**src/rtl/hazard_sb_pkg.sv**
```systemverilog
// Shared definitions for the load-use scoreboard: register class encodings,
// operand-slot indexing and width helpers.
package hazard_sb_pkg;

  // Register class encodings.
  typedef enum logic [0:0] {
    ClsGp = 1'b0,
    ClsSr = 1'b1
  } reg_cls_e;

  // Flat operand slot index: slot k = class * num_src + port.
  function automatic int unsigned slot_idx(input int unsigned cls, input int unsigned port,
                                           input int unsigned num_src);
    return cls * num_src + port;
  endfunction

  // Width of a per-register countdown able to hold lat.
  function automatic int unsigned cnt_width(input int unsigned lat);
    return (lat < 1) ? 1 : $clog2(lat + 1);
  endfunction

  // Width of the destination class field; never narrower than one bit.
  function automatic int unsigned cls_width(input int unsigned num_class);
    return (num_class > 1) ? $clog2(num_class) : 1;
  endfunction

endpackage

```
**src/rtl/hazard_sb_cnt.sv**
```systemverilog
// Single-register result countdown: clear beats load, load beats hold, and an
// idle nonzero count decrements toward "result forwardable".
module hazard_sb_cnt #(
  parameter int unsigned CNT_W    = 2,
  parameter int unsigned LOAD_VAL = 2
) (
  input  logic i_clk,
  input  logic i_rst,
  input  logic i_clr,
  input  logic i_load,
  input  logic i_hold,
  output logic o_busy
);

  logic [CNT_W-1:0] r_cnt;
  logic [CNT_W-1:0] w_cnt_nxt;

  // Next count: flush/non-long overwrite, long-issue load, freeze hold, else count down.
  always_comb begin
    w_cnt_nxt = r_cnt;
    if (i_clr) begin
      w_cnt_nxt = '0;
    end else if (i_load) begin
      w_cnt_nxt = CNT_W'(LOAD_VAL);
    end else if (!i_hold && (r_cnt != '0)) begin
      w_cnt_nxt = r_cnt - CNT_W'(1);
    end
  end

  // Count register, cleared asynchronously so no pending result survives reset.
  always_ff @(posedge i_clk or posedge i_rst) begin
    if (i_rst) begin
      r_cnt <= '0;
    end else begin
      r_cnt <= w_cnt_nxt;
    end
  end

  assign o_busy = (r_cnt != '0);

endmodule

```
**src/rtl/hazard_sb.sv**
```systemverilog
// Load-use scoreboard between decode and execute. One countdown per register
// and class tracks in-flight long-latency writes; decode stalls while any
// valid operand slot names a register whose result is not yet forwardable.
module hazard_sb
  import hazard_sb_pkg::*;
#(
  parameter int unsigned NUM_CLASS = 2,
  parameter int unsigned REG_AW    = 4,
  parameter int unsigned NUM_SRC   = 2,
  parameter int unsigned LOAD_LAT  = 2,
  parameter int unsigned CNT_W     = 16
) (
  input  logic                                iw_clk,
  input  logic                                iw_rst,
  input  logic [NUM_CLASS*NUM_SRC*REG_AW-1:0] iw_src_addr,
  input  logic [NUM_CLASS*NUM_SRC-1:0]        iw_src_vld,
  input  logic                                iw_issue,
  input  logic [cls_width(NUM_CLASS)-1:0]     iw_dst_cls,
  input  logic [REG_AW-1:0]                   iw_dst_addr,
  input  logic                                iw_dst_we,
  input  logic                                iw_dst_long,
  input  logic                                iw_flush_ex,
  input  logic                                iw_freeze,
  output logic                                ow_stall,
  output logic [CNT_W-1:0]                    ow_stall_cnt,
  output logic [NUM_CLASS*(2**REG_AW)-1:0]    ow_pending
);

  localparam int unsigned CLS_W    = cls_width(NUM_CLASS);
  localparam int unsigned NUM_REG  = 2 ** REG_AW;
  localparam int unsigned NUM_SLOT = NUM_CLASS * NUM_SRC;
  localparam int unsigned CNT_BITS = cnt_width(LOAD_LAT);

  logic [NUM_CLASS-1:0][NUM_REG-1:0] w_pend;
  logic [NUM_SLOT-1:0]               w_slot_hit;
  logic                              w_issue_ok;
  logic                              w_flush_hit;

  logic              r_rec_vld;
  logic [CLS_W-1:0]  r_rec_cls;
  logic [REG_AW-1:0] r_rec_addr;
  logic [CNT_W-1:0]  r_stall_cnt;

  // An issue is dropped while frozen, and when EX is flushed decode is flushed too.
  assign w_issue_ok  = iw_issue & ~iw_freeze & ~iw_flush_ex;
  assign w_flush_hit = iw_flush_ex & r_rec_vld;

  for (genvar c = 0; c < NUM_CLASS; c++) begin : g_cls
    for (genvar a = 0; a < NUM_REG; a++) begin : g_reg
      logic w_dst_hit;
      logic w_rec_hit;

      assign w_dst_hit = w_issue_ok & iw_dst_we & (iw_dst_cls == CLS_W'(c)) &
                         (iw_dst_addr == REG_AW'(a));
      assign w_rec_hit = w_flush_hit & (r_rec_cls == CLS_W'(c)) & (r_rec_addr == REG_AW'(a));

      hazard_sb_cnt #(
        .CNT_W   (CNT_BITS),
        .LOAD_VAL(LOAD_LAT)
      ) u_cnt (
        .i_clk (iw_clk),
        .i_rst (iw_rst),
        .i_clr (w_rec_hit | (w_dst_hit & ~iw_dst_long)),
        .i_load(w_dst_hit & iw_dst_long),
        .i_hold(iw_freeze),
        .o_busy(w_pend[c][a])
      );
    end
  end

  // Each operand slot looks up the pending bit of its own class.
  for (genvar c = 0; c < NUM_CLASS; c++) begin : g_slot_cls
    for (genvar p = 0; p < NUM_SRC; p++) begin : g_slot_port
      localparam int unsigned K = slot_idx(c, p, NUM_SRC);
      assign w_slot_hit[K] = iw_src_vld[K] & w_pend[c][iw_src_addr[K*REG_AW +: REG_AW]];
    end
  end

  assign ow_stall   = |w_slot_hit;
  assign ow_pending = w_pend;

  // Last-issue record: names the long write a same-register EX flush must cancel.
  always_ff @(posedge iw_clk or posedge iw_rst) begin
    if (iw_rst) begin
      r_rec_vld  <= 1'b0;
      r_rec_cls  <= '0;
      r_rec_addr <= '0;
    end else if (iw_flush_ex) begin
      r_rec_vld <= 1'b0;
    end else if (w_issue_ok) begin
      r_rec_vld  <= iw_dst_we & iw_dst_long;
      r_rec_cls  <= iw_dst_cls;
      r_rec_addr <= iw_dst_addr;
    end else if (!iw_freeze) begin
      r_rec_vld <= 1'b0;
    end
  end

  // Saturating count of cycles decode was actually held by a hazard.
  always_ff @(posedge iw_clk or posedge iw_rst) begin
    if (iw_rst) begin
      r_stall_cnt <= '0;
    end else if (ow_stall && !iw_freeze && (r_stall_cnt != '1)) begin
      r_stall_cnt <= r_stall_cnt + CNT_W'(1);
    end
  end

  assign ow_stall_cnt = r_stall_cnt;

endmodule
```
**config.mk**
```make
export PLATFORM = sky130hd
export DESIGN_NAME = hazard_sb
export DESIGN_NICKNAME = d
export VERILOG_FILES = /design/src/rtl/hazard_sb_pkg.sv /design/src/rtl/hazard_sb_cnt.sv /design/src/rtl/hazard_sb.sv
export SDC_FILE = /design/constraint.sdc
export NUM_CORES = 1
export LEC_CHECK = 0
export CORE_ASPECT_RATIO = 1.5
export CORE_UTILIZATION = 54
export CTS_BUF_LIST = sky130_fd_sc_hd__clkbuf_2
export DETAILED_ROUTE_END_ITERATION = 8
export PLACE_DENSITY_LB_ADDON = 0.3
export SLEW_MARGIN = 5
export SYNTH_ARGS = -nofsm -noshare
export SYNTH_HDL_FRONTEND = slang
export SYNTH_SLANG_ARGS = --single-unit
```
**constraint.sdc**
```tcl
create_clock -name iw_clk -period 3.8 [get_ports iw_clk]
set_input_delay 0.76 -clock iw_clk [delete_from_list [all_inputs] [get_ports iw_clk]]
set_output_delay 0.76 -clock iw_clk [all_outputs]
set_load 0.03 [all_outputs]
```
==> results.yml <==
synth:
  synth_edf_count: 0
  synth_compound_area_share_pct: 13.1
  syn_inst: 658
  synth_cell_types: 44
  synth.mux.area_fraction_pct: 11.4
  syn-num-nets: 723
  synth-xor-area-share_pct: 6.60
  synth.largest_area_cell: "dfrtp_1"
  yosysMostFrequentCell: "inv_1"
  synth_top_family_by_area: "simple AND/OR/NAND/NOR gates"
  synth_ff_type: "dfrtp_1"
  synth.avg_cell_area_um2: 9.07
  synth_fa_ha_area_share_pct: 6.92
  ys_seq_elements: 86
  ys_seq_area_share_pct: 36.1
  ys_warn_count: 0
  syn_area_um2: 5970
  ys_top_cells_by_count: "inv_1, dfrtp_1, nor2_1"
  synthTopCellsByArea: "dfrtp_1, ha_1, inv_1, xnor2_1, nor2_1"
  synth-simple-area-share_pct: 13.9
  synth_top_area_share_pct: 36.1
  async_flop_share_pct: 100
sta:
  min_period_over_period_pct: 95.9
  min_period_ns: 3.64
  fmax_mhz: 274
  hold_violations: 0
  finalSetupTns_ns: 0
  drv_slew: 0
  finalSetupViolations: 0
  fin_skew_ns: 0.0326
  max_slew_margin_pct: 18.3
  rsz0062_at_grt: "no"
  worst_pin_slew_ns: 1.22
clock_tree:
  insertion_delay_ns: 0.61
  root_buffer: "clkbuf_2"
  htreeDepth: 3
  numClockSinks: 86
  cts_setup_buffers: 0
  clk_pin_slew_ns: 0.27
  cts_tree: "yes"
  cts_buffers: 9
  cts_resized: 0
  ctsHoldBuffers: 0
  cts_max_path_buffers: 2
power_and_ir_drop:
  pwr-share-comb_pct: 59.3
  finalPower_mw: 5.30
  power-per-cell-area_nw_per_um2: 772
  power.switching_fraction_pct: 44.0
  pwr-share-clk_pct: 10.4
  ir_drop_mv: 0.431
  intPower_mw: 2.97
  leakage_nw: 3.07
  seq_power_share_pct: 30.3
  switchingPower_mw: 2.34
outcome:
  status: "completed"
global_route:
  grt_pass1_vias: 5212
  antenna_found_initial: 1
  grt_max_degree: 87
  grt_util_all_layers_pct: 28.2
  grt_pass1_wl_mm: 24.6
  overflow: 0
worst_setup_path:
  worstReg2RegEnd: "ow_stall_cnt[1]$_DFFE_PP0P_"
  critPathCaptureType: "output port"
  crit_path_start_kind: "primary input"
  max_stage_delay_ns: 0.60
  ff2ff_path_depth: 8
  required_ns: 3.04
  critical_path.slowest_cell: "mux4_1"
  crit_fanout: 4
  crit_buf_inv: 2
  path_cells: "clkdlybuf4s50_1 > mux4_1 > nor4b_1 > a311oi_1 > nand3_1 > or2_1 > buf_4"
  crit_family: "buffers and inverters"
  arrival_ns: 2.88
  r2r_slack_ns: 1.30
  crit_type: "primary input to output port"
  r2r-start: "g_cls[0].g_reg[1].u_cnt.r_cnt[0]$_DFFE_PP0P_"
floorplan:
  fp-row-count: 46
  dieWidth_um: 87.8
  core_um2: 10600
  die_height_um: 131
  io_pins: 81
  initial_core_util_pct: 56.1
  dieArea_um2: 11500
place:
  gp_congestion: 0.804
  place_hpwl_mm: 11.4
  numPortBuffers: 80
  placed_cell_area_um2: 6740
final_layout:
  finalNetCount: 774
  drive_gt1_share_pct: 7.70
  final_cell_area_um2: 6870
  syn_to_final_growth_pct: 15.1
  nFillCells: 899
route:
  drtPass1Iterations: 5
  via_count: 5133
  detail-route-antenna-nets: 0
  drc_errors: 0
  wl_per_cell_um: 18.0
  drt-initial-drc-count: 331
  wl_mm: 15.5
  via_per_inst: 5.98
job:
  cap_violations: 0
worst_hold_path:
  min_path_type: "primary input to async pin"
-- logic make-up (layout without fill, tap and decap cells) --
logic type               after synthesis  after routing
other                                  0              1
AO/OA/AOI/OAI                        116            116
AND/OR/NAND/NOR                      174            174
XOR/XNOR                              45             45
adder cells (fa/ha/maj)               33             33
flip-flops                            86             86
buffers and inverters                157            213
multiplexers                          47             47
-- sequential cells by signal, summed over array words and instances (netlist names) --
register             flops
g_cls.g.u_cnt.r_cnt     64
ow_stall_cnt            16
r_rec_addr               4
r_rec_cls                1
r_rec_vld                1
-- layer usage --
layer  vias up  share of wire (%)  GRT usage (%)
li1       2353                  -              -
met1      2501                 39           32.5
met2       223                 51           48.9
met3        56                7.0           5.97
met4         0                3.6           14.4
met5         -                  0              0
-- worst max-delay path by stage --
stage                   start                                           end  cells past startpoint
3_5_place_dp   iw_src_addr[0]                                      ow_stall                      7
6_report       iw_src_addr[0]                                      ow_stall                      7
4_1_cts        iw_src_addr[0]                                      ow_stall                      7
3_3_place_gp   iw_src_addr[0]                                      ow_stall                      7
2_1_floorplan          iw_rst  g_cls[0].g_reg[0].u_cnt.r_cnt[0]$_DFFE_PP0P_                      1
5_1_grt        iw_src_addr[0]                                      ow_stall                      7
-- worst reg2reg max path, stage by stage (launching register included) --
cell,delay [ns]
dfrtp_1,0.41
inv_1,0.05
ha_1,0.28
mux4_1,0.54
nor4b_1,0.36
a311oi_1,0.08
nand3_1,0.14
o21a_2,0.22
mux2_2,0.34
-- placed cells by master (no fill, tap or decap), types with 2 or more instances in the layout --
master / netlist / layout
a221oi_1: 22 / 22
mux2_2: 8 / 8
nand2_1: 23 / 23
nor2b_1: 4 / 4
clkdlybuf4s50_1: 0 / 79
nor4b_1: 3 / 3
nor2_1: 84 / 84
xor2_1: 7 / 7
mux4_2: 8 / 8
nor3_2: 4 / 4
nand2b_1: 4 / 4
nand3b_1: 2 / 2
nand3_1: 11 / 11
a31oi_1: 11 / 11
ha_1: 33 / 33
inv_1: 103 / 102
clkinvlp_4: 0 / 2
nor3b_1: 4 / 4
dfrtp_1: 86 / 86
buf_4: 32 / 14
mux2i_1: 25 / 25
a21oi_1: 44 / 44
a211oi_1: 29 / 29
and2_1: 2 / 2
o32ai_1: 2 / 2
nor3_1: 16 / 16
and3_1: 8 / 8
xnor2_1: 38 / 38
nand4_1: 4 / 4
bufinv_16: 0 / 2
clkinv_2: 0 / 3
mux4_1: 6 / 6
clkbuf_2: 0 / 9
-- cell type report --
cell class	instances	area, um2	area share [%]
diodes	1	2.50	0.0364
repair buffers	94	916	13.3
inverters	103	388	5.64
well taps	144	180	2.62
multi-input cells	415	3100	45.1
clock buffers	9	45.0	0.655
flip-flops and latches	86	2150	31.3
clock inverters	7	88.8	1.29
-- power groups by stage --
stage / Clock [mW] / Sequential, mW / Combinational (mW)
after floorplan: 0 / 1.66 / 2.32
after global placement: 0 / 1.59 / 2.96
after detailed placement: 0 / 1.63 / 3.12
after CTS: 0.559 / 1.60 / 3.15
after global routing: 0.596 / 1.65 / 3.44
final: 0.551 / 1.61 / 3.15
-- per-stage QoR --
| stage | setup slack [ns] | cells | hold WS, ns | utilization [%] |
|---|---|---|---|---|
| final | 0.156 | 859 | 0.528 | 64.5 |
| after global routing | 0.0339 | 859 | 0.557 | 64.5 |
| after CTS | 0.164 | 858 | 0.536 | 64.5 |
| after detailed placement | 0.156 | 842 | 0.506 | 63.3 |
| after global placement | 0.184 | 842 | 0.494 | 63.3 |
| after floorplan | 0.818 | 658 | 0.495 | - |
Note: power is estimated with default switching activity, not from simulation.
